`src/rtl/alien_renderer.sv`:
```
// alien_renderer: redraws the alien sprite whenever the movement FSM reports a
// new top-left position. A redraw is one erase pass over the last drawn
// position followed by one draw pass at the new position, one pixel per clock.
// The erase pass is skipped when nothing has been drawn yet.
//
// Ports
//   clk     in   1  system clock
//   resetn  in   1  synchronous active-low reset
//   pos_x   in   8  alien top-left x
//   pos_y   in   7  alien top-left y
//   busy    out  1  high while an erase or draw pass is running
//   plot    out  1  pixel write strobe to the VGA adapter
//   vga_x   out  8  pixel x
//   vga_y   out  7  pixel y
//   colour  out  3  pixel colour
//
// busy/plot/vga_x/vga_y/colour are a combinational decode of the scan state so
// that the first plot appears on the cycle right after the change is sampled.
module alien_renderer #(
    parameter int unsigned SPR_W     = 8,
    parameter int unsigned SPR_H     = 4,
    parameter logic [2:0]  FG_COLOUR = 3'b010,
    parameter logic [2:0]  BG_COLOUR = 3'b000,
    parameter int unsigned SCREEN_W  = 160,
    parameter int unsigned SCREEN_H  = 120,
    // Row 0 in the top byte; within a row the MSB is column 0.
    parameter logic [SPR_W*SPR_H-1:0] SPRITE = 32'h3C7E_DBA5
) (
    input  logic       clk,
    input  logic       resetn,
    input  logic [7:0] pos_x,
    input  logic [6:0] pos_y,
    output logic       busy,
    output logic       plot,
    output logic [7:0] vga_x,
    output logic [6:0] vga_y,
    output logic [2:0] colour
);

    localparam int unsigned X_W   = 8;
    localparam int unsigned Y_W   = 7;
    localparam int unsigned COL_W = (SPR_W > 1) ? $clog2(SPR_W) : 1;
    localparam int unsigned ROW_W = (SPR_H > 1) ? $clog2(SPR_H) : 1;
    localparam int unsigned PIX_W = ((SPR_W * SPR_H) > 1) ? $clog2(SPR_W * SPR_H) : 1;

    localparam logic [COL_W-1:0] COL_LAST = COL_W'(SPR_W - 1);
    localparam logic [ROW_W-1:0] ROW_LAST = ROW_W'(SPR_H - 1);
    localparam logic [PIX_W-1:0] PIX_LAST = PIX_W'(SPR_W * SPR_H - 1);

    localparam logic [1:0] S_IDLE  = 2'd0;
    localparam logic [1:0] S_ERASE = 2'd1;
    localparam logic [1:0] S_DRAW  = 2'd2;

    logic [1:0]       state_q, state_d;
    logic [COL_W-1:0] col_q, col_d;
    logic [ROW_W-1:0] row_q, row_d;
    logic [X_W-1:0]   old_x_q, old_x_d;
    logic [Y_W-1:0]   old_y_q, old_y_d;
    logic [X_W-1:0]   new_x_q, new_x_d;
    logic [Y_W-1:0]   new_y_q, new_y_d;
    logic             drawn_valid_q, drawn_valid_d;

    logic             change_c;
    logic             last_pix_c;
    logic             scan_c;
    logic [X_W-1:0]   base_x_c;
    logic [Y_W-1:0]   base_y_c;
    logic [X_W:0]     sum_x_c;
    logic [Y_W:0]     sum_y_c;
    logic [PIX_W-1:0] pix_idx_c;
    logic             sprite_bit_c;

    // A redraw is needed when nothing is on screen yet or the position moved.
    assign change_c   = !drawn_valid_q || (pos_x != old_x_q) || (pos_y != old_y_q);
    assign last_pix_c = (col_q == COL_LAST) && (row_q == ROW_LAST);

    // State and scan registers.
    always_ff @(posedge clk) begin
        if (!resetn) begin
            state_q       <= S_IDLE;
            col_q         <= '0;
            row_q         <= '0;
            old_x_q       <= '0;
            old_y_q       <= '0;
            new_x_q       <= '0;
            new_y_q       <= '0;
            drawn_valid_q <= 1'b0;
        end else begin
            state_q       <= state_d;
            col_q         <= col_d;
            row_q         <= row_d;
            old_x_q       <= old_x_d;
            old_y_q       <= old_y_d;
            new_x_q       <= new_x_d;
            new_y_q       <= new_y_d;
            drawn_valid_q <= drawn_valid_d;
        end
    end

    // Next-state logic: raster scan, erase-then-draw sequencing.
    always_comb begin
        state_d       = state_q;
        col_d         = col_q;
        row_d         = row_q;
        old_x_d       = old_x_q;
        old_y_d       = old_y_q;
        new_x_d       = new_x_q;
        new_y_d       = new_y_q;
        drawn_valid_d = drawn_valid_q;

        case (state_q)
            S_IDLE: begin
                if (change_c) begin
                    new_x_d = pos_x;
                    new_y_d = pos_y;
                    col_d   = '0;
                    row_d   = '0;
                    state_d = drawn_valid_q ? S_ERASE : S_DRAW;
                end
            end

            S_ERASE: begin
                if (last_pix_c) begin
                    col_d   = '0;
                    row_d   = '0;
                    state_d = S_DRAW;
                end else if (col_q == COL_LAST) begin
                    col_d = '0;
                    row_d = row_q + ROW_W'(1);
                end else begin
                    col_d = col_q + COL_W'(1);
                end
            end

            S_DRAW: begin
                if (last_pix_c) begin
                    // Sprite is now fully on screen at new_x/new_y.
                    old_x_d       = new_x_q;
                    old_y_d       = new_y_q;
                    drawn_valid_d = 1'b1;
                    col_d         = '0;
                    row_d         = '0;
                    state_d       = S_IDLE;
                end else if (col_q == COL_LAST) begin
                    col_d = '0;
                    row_d = row_q + ROW_W'(1);
                end else begin
                    col_d = col_q + COL_W'(1);
                end
            end

            default: begin
                state_d = S_IDLE;
            end
        endcase
    end

    // Pixel decode. Sums are one bit wider so off-screen pixels are detected
    // before truncation to the adapter's coordinate width.
    assign scan_c   = (state_q == S_ERASE) || (state_q == S_DRAW);
    assign base_x_c = (state_q == S_ERASE) ? old_x_q : new_x_q;
    assign base_y_c = (state_q == S_ERASE) ? old_y_q : new_y_q;
    assign sum_x_c  = {1'b0, base_x_c} + (X_W + 1)'(col_q);
    assign sum_y_c  = {1'b0, base_y_c} + (Y_W + 1)'(row_q);

    assign pix_idx_c    = PIX_W'(row_q) * PIX_W'(SPR_W) + PIX_W'(col_q);
    assign sprite_bit_c = SPRITE[PIX_LAST - pix_idx_c];

    always_comb begin
        busy   = scan_c;
        plot   = 1'b0;
        vga_x  = '0;
        vga_y  = '0;
        colour = BG_COLOUR;
        if (scan_c) begin
            plot  = (sum_x_c < (X_W + 1)'(SCREEN_W)) && (sum_y_c < (Y_W + 1)'(SCREEN_H));
            vga_x = sum_x_c[X_W-1:0];
            vga_y = sum_y_c[Y_W-1:0];
            if ((state_q == S_DRAW) && sprite_bit_c) begin
                colour = FG_COLOUR;
            end
        end
    end

endmodule

```
`config.mk`:
```
export PLATFORM = sky130hd
export DESIGN_NAME = alien_renderer
export DESIGN_NICKNAME = d
export VERILOG_FILES = /design/src/rtl/alien_renderer.sv
export SDC_FILE = /design/constraint.sdc
export NUM_CORES = 1
export LEC_CHECK = 0
export ABC_AREA = 1
export BUFFER_PORTS_ARGS = -buffer_cell sky130_fd_sc_hd__buf_2
export CAP_MARGIN = 20
export CELL_PAD_IN_SITES_DETAIL_PLACEMENT = 0
export CELL_PAD_IN_SITES_GLOBAL_PLACEMENT = 2
export CORE_ASPECT_RATIO = 1.2
export CORE_MARGIN = 1
export CORE_UTILIZATION = 33
export CTS_CLUSTER_DIAMETER = 150
export CTS_CLUSTER_SIZE = 16
export DETAILED_ROUTE_END_ITERATION = 16
export HOLD_SLACK_MARGIN = 0.12
export PLACE_DENSITY_LB_ADDON = 0.1
export SETUP_SLACK_MARGIN = 0.2
export SYNTH_ARGS = -nofsm -noshare
export SYNTH_HDL_FRONTEND = slang
export SYNTH_SLANG_ARGS = --single-unit
```
`constraint.sdc`:
```
create_clock -name clk -period 4.8 [get_ports clk]
set_clock_uncertainty 0.15 [all_clocks]
set_input_delay 0.96 -clock clk [delete_from_list [all_inputs] [get_ports clk]]
set_output_delay 0.96 -clock clk [all_outputs]
set_load 0.05 [all_outputs]
```
==> flow_summary_export.csv <==
group,metric,value,unit
status,status,"completed",
clocking,root_buffer,"clkbuf_8",
layout,nets,480,
clocking,clk_latency,0.29,ns
drt,ant_nets,0,
drt,wire_per_inst,12.4,um
timing,fin_setup_tns,0,ns
floorplanning,core-area,7660,sq um
place,routabilityCongestion,0.757,
place,io_buffers,34,
timing,timing.slew.headroom,0.616,
timing,period_share,0.846,
logic_synthesis,synth_enable_flop_cells,0,
critical_path,crit_end,"plot",
logic_synthesis,synth.yosys.seq_area_share,0.291,
layout,fillers,861,
job,maxCapViolations,0,
timing,fmax,0.246,GHz
clocking,ctsHoldBuffers,0,
critical_path,worstPathCellList,"inv_1 -> ha_1 -> inv_1 -> nand2_1 -> o21ai_0 -> ha_1 -> inv_1 -> fa_1 -> nor2_1 -> o21ai_1 -> nor2_1 -> nand2_1 -> nand2_1 -> a21oi_1 -> nor2_1 -> buf_2",
clocking,path_clk_slew,0.08,ns
layout,final_common_cell,"nand2_1",
clocking,clock_sinks,38,
clocking,cts_setup_buffers,0,
logic_synthesis,ys_async_sr_fraction,0,
floorplanning,die-area,8290,sq um
pwr,powerDensity,300,nW/um^2
critical_path,r2r_end,"col_q[2]",
timing,finalHoldViolCount,0,
drt,firstDrtPassIters,4,
logic_synthesis,ys_ff_latch,38,
logic_synthesis,synth_flop_cell,"dfxtp_1",
critical_path,critPathLaunch,"state_q[1]",
critical_path,cp-end-kind,"primary output",
critical_path,regToRegSetupSlack,2.50,ns
grt,gr-total-overflow,0,
critical_path,r2r_cells,7,
drt,vias,2484,
pwr,p_leak,0.00143,uW
grt,grt_pass1_wl,11100,um
drt,wl,6690,um
critical_path,cp.required,3.69,ns
grt,grt_max_degree,36,
logic_synthesis,synth.distinct_cells,29,
grt,antenna_found_initial,0,
critical_path,crit_path_max_incr_delay,0.40,ns
floorplanning,initial_core_util,0.342,
critical_path,worstPathMaxFanout,12,
critical_path,worst-setup-path-type,"flip-flop to primary output",
floorplanning,io-pin-count,37,
clocking,clk_path_buf_depth,2,
logic_synthesis,postSynthCellCount,417,
timing,worst_slew_pin_slew,0.577,ns
logic_synthesis,netlist.area_leader.share,0.291,
clocking,cts_tree,"yes",
grt,grt_use_total,0.170,
timing,maxSlewViolCount,0,
timing,rsz0062_at_grt,"false",
logic_synthesis,netlist_area,2620,sq um
clocking,cts_max_level,2,
timing,holdWs,0.341,ns
drt,drc_errors,0,
layout,drive_gt1_frac,0.143,
logic_synthesis,ys_warn_count,0,
clocking,cts_made_buffers,5,
floorplanning,die_w,83.3,um
critical_path,crit_slowest_cell,"fa_1",
drt,viasPerCell,4.62,
critical_path,crit_arrival,2.95,ns
layout,final_area,2910,sq um
critical_path,reg2reg_from,"state_q[0]",
pwr,ir_worst_vdd,130,uV
layout,final_core_util,0.380,
grt,grt_pass1_vias,2354,
timing,final-setup-viol-count,0,
logic_synthesis,syn_avg_cell_area,6.28,sq um
place,placed_area,2820,sq um
layout,final_cell_mix,"nand2_1, inv_1, o21ai_0",
timing,min_period,4.06,ns
layout,diodes,0,
layout,area_growth,11.2,%
logic_synthesis,synth_area_leaders,"dfxtp_1, nand2_1, o21ai_0, inv_1, ha_1",
pwr,power.total,872,uW
floorplanning,die_h,99.6,um
min_path,hold_path.class,"flip-flop to flip-flop",
drt,drt-initial-drc-count,101,
clocking,cts-resized-gates,0,
place,hpwlAfterDp,5110,um
floorplanning,rows,35,
logic_synthesis,yosysTopAreaCell,"dfxtp_1",
critical_path,startpoint_type,"flip-flop",
-- kinds of logic (layout without fill, tap and decap cells) --
logic type	after synthesis	after routing	share of synthesized area
fa+ha+maj	18	18	0.0918
other cells	1	2	0.00143
buf+inv	81	109	0.133
compound gates	91	91	0.179
flops	38	38	0.291
simple gates	187	187	0.301
xor+xnor	1	1	0.00335
-- through the flow --
step                      std cells  setup slack (ns)
after detailed placement        530              1.06
after global routing            538             0.421
final                           538             0.738
after floorplan                 418             0.964
after CTS                       538             0.736
after global placement          530              1.12
-- critical path: cells and delay by family (launching register included) --
family	cells	cell delay, ns
adders and majority gates	3	0.80
buffers and inverters	4	0.64
and+or+nand+nor	6	0.59
DFF	1	0.37
AOI/OAI and AO/OA	3	0.26
-- how the worst min path moves through the flow --
stage,startpoint,endpoint,depth (start not counted)
detailed placement,old_y_q[5],old_y_q[5],2
floorplan,old_y_q[5],old_y_q[5],2
global placement,old_x_q[7],old_x_q[7],2
CTS,old_x_q[7],old_x_q[7],2
finish,old_x_q[5],old_x_q[5],2
global route,old_y_q[5],old_y_q[5],2
-- synthesized netlist by cell type (3+ instances only) --
cell type  count
buf_6          4
a21oi_1       33
o21ai_1        3
inv_1         62
nand4_1        3
nand3_1       15
clkbuf_1       7
nand2_1      100
nor2_1        50
nor2_2        12
o21ai_0       51
ha_1          16
o21ai_2        3
dfxtp_1       38
buf_2          3
-- sequential cells by signal, summed over array words and instances (netlist names) --
signal	flops
col_q	3
new_x_q	8
row_q	2
state_q	2
old_y_q	7
drawn_valid_q	1
new_y_q	7
old_x_q	8
-- layout make-up --
type	count	area, sq um	share of cell area
multi-input combinational	299	1510	0.520
sequential	38	761	0.261
inverter	65	246	0.0847
timing repair buffer	36	185	0.0636
tap	92	115	0.0395
clock buffer	7	86.3	0.0297
clock inverter	1	5.00	0.00172
-- layer usage --
metal	routed length, um	vias up	global-route usage
met5	0	-	0
met4	76	0	0.0570
met3	175	6	0.0274
met2	3140	34	0.299
met1	3290	1086	0.211
li1	-	1358	-
-- power by group --
part | total (uW) | internal, uW | leakage, uW | switching (uW)
registers | 364 | 338 | 0.000311 | 26.0
clock network | 230 | 116 | 0.0000482 | 114
logic | 277 | 81.0 | 0.00107 | 196
total | 872 | 535 | 0.00143 | 337
Note: power is estimated with default switching activity, not from simulation.
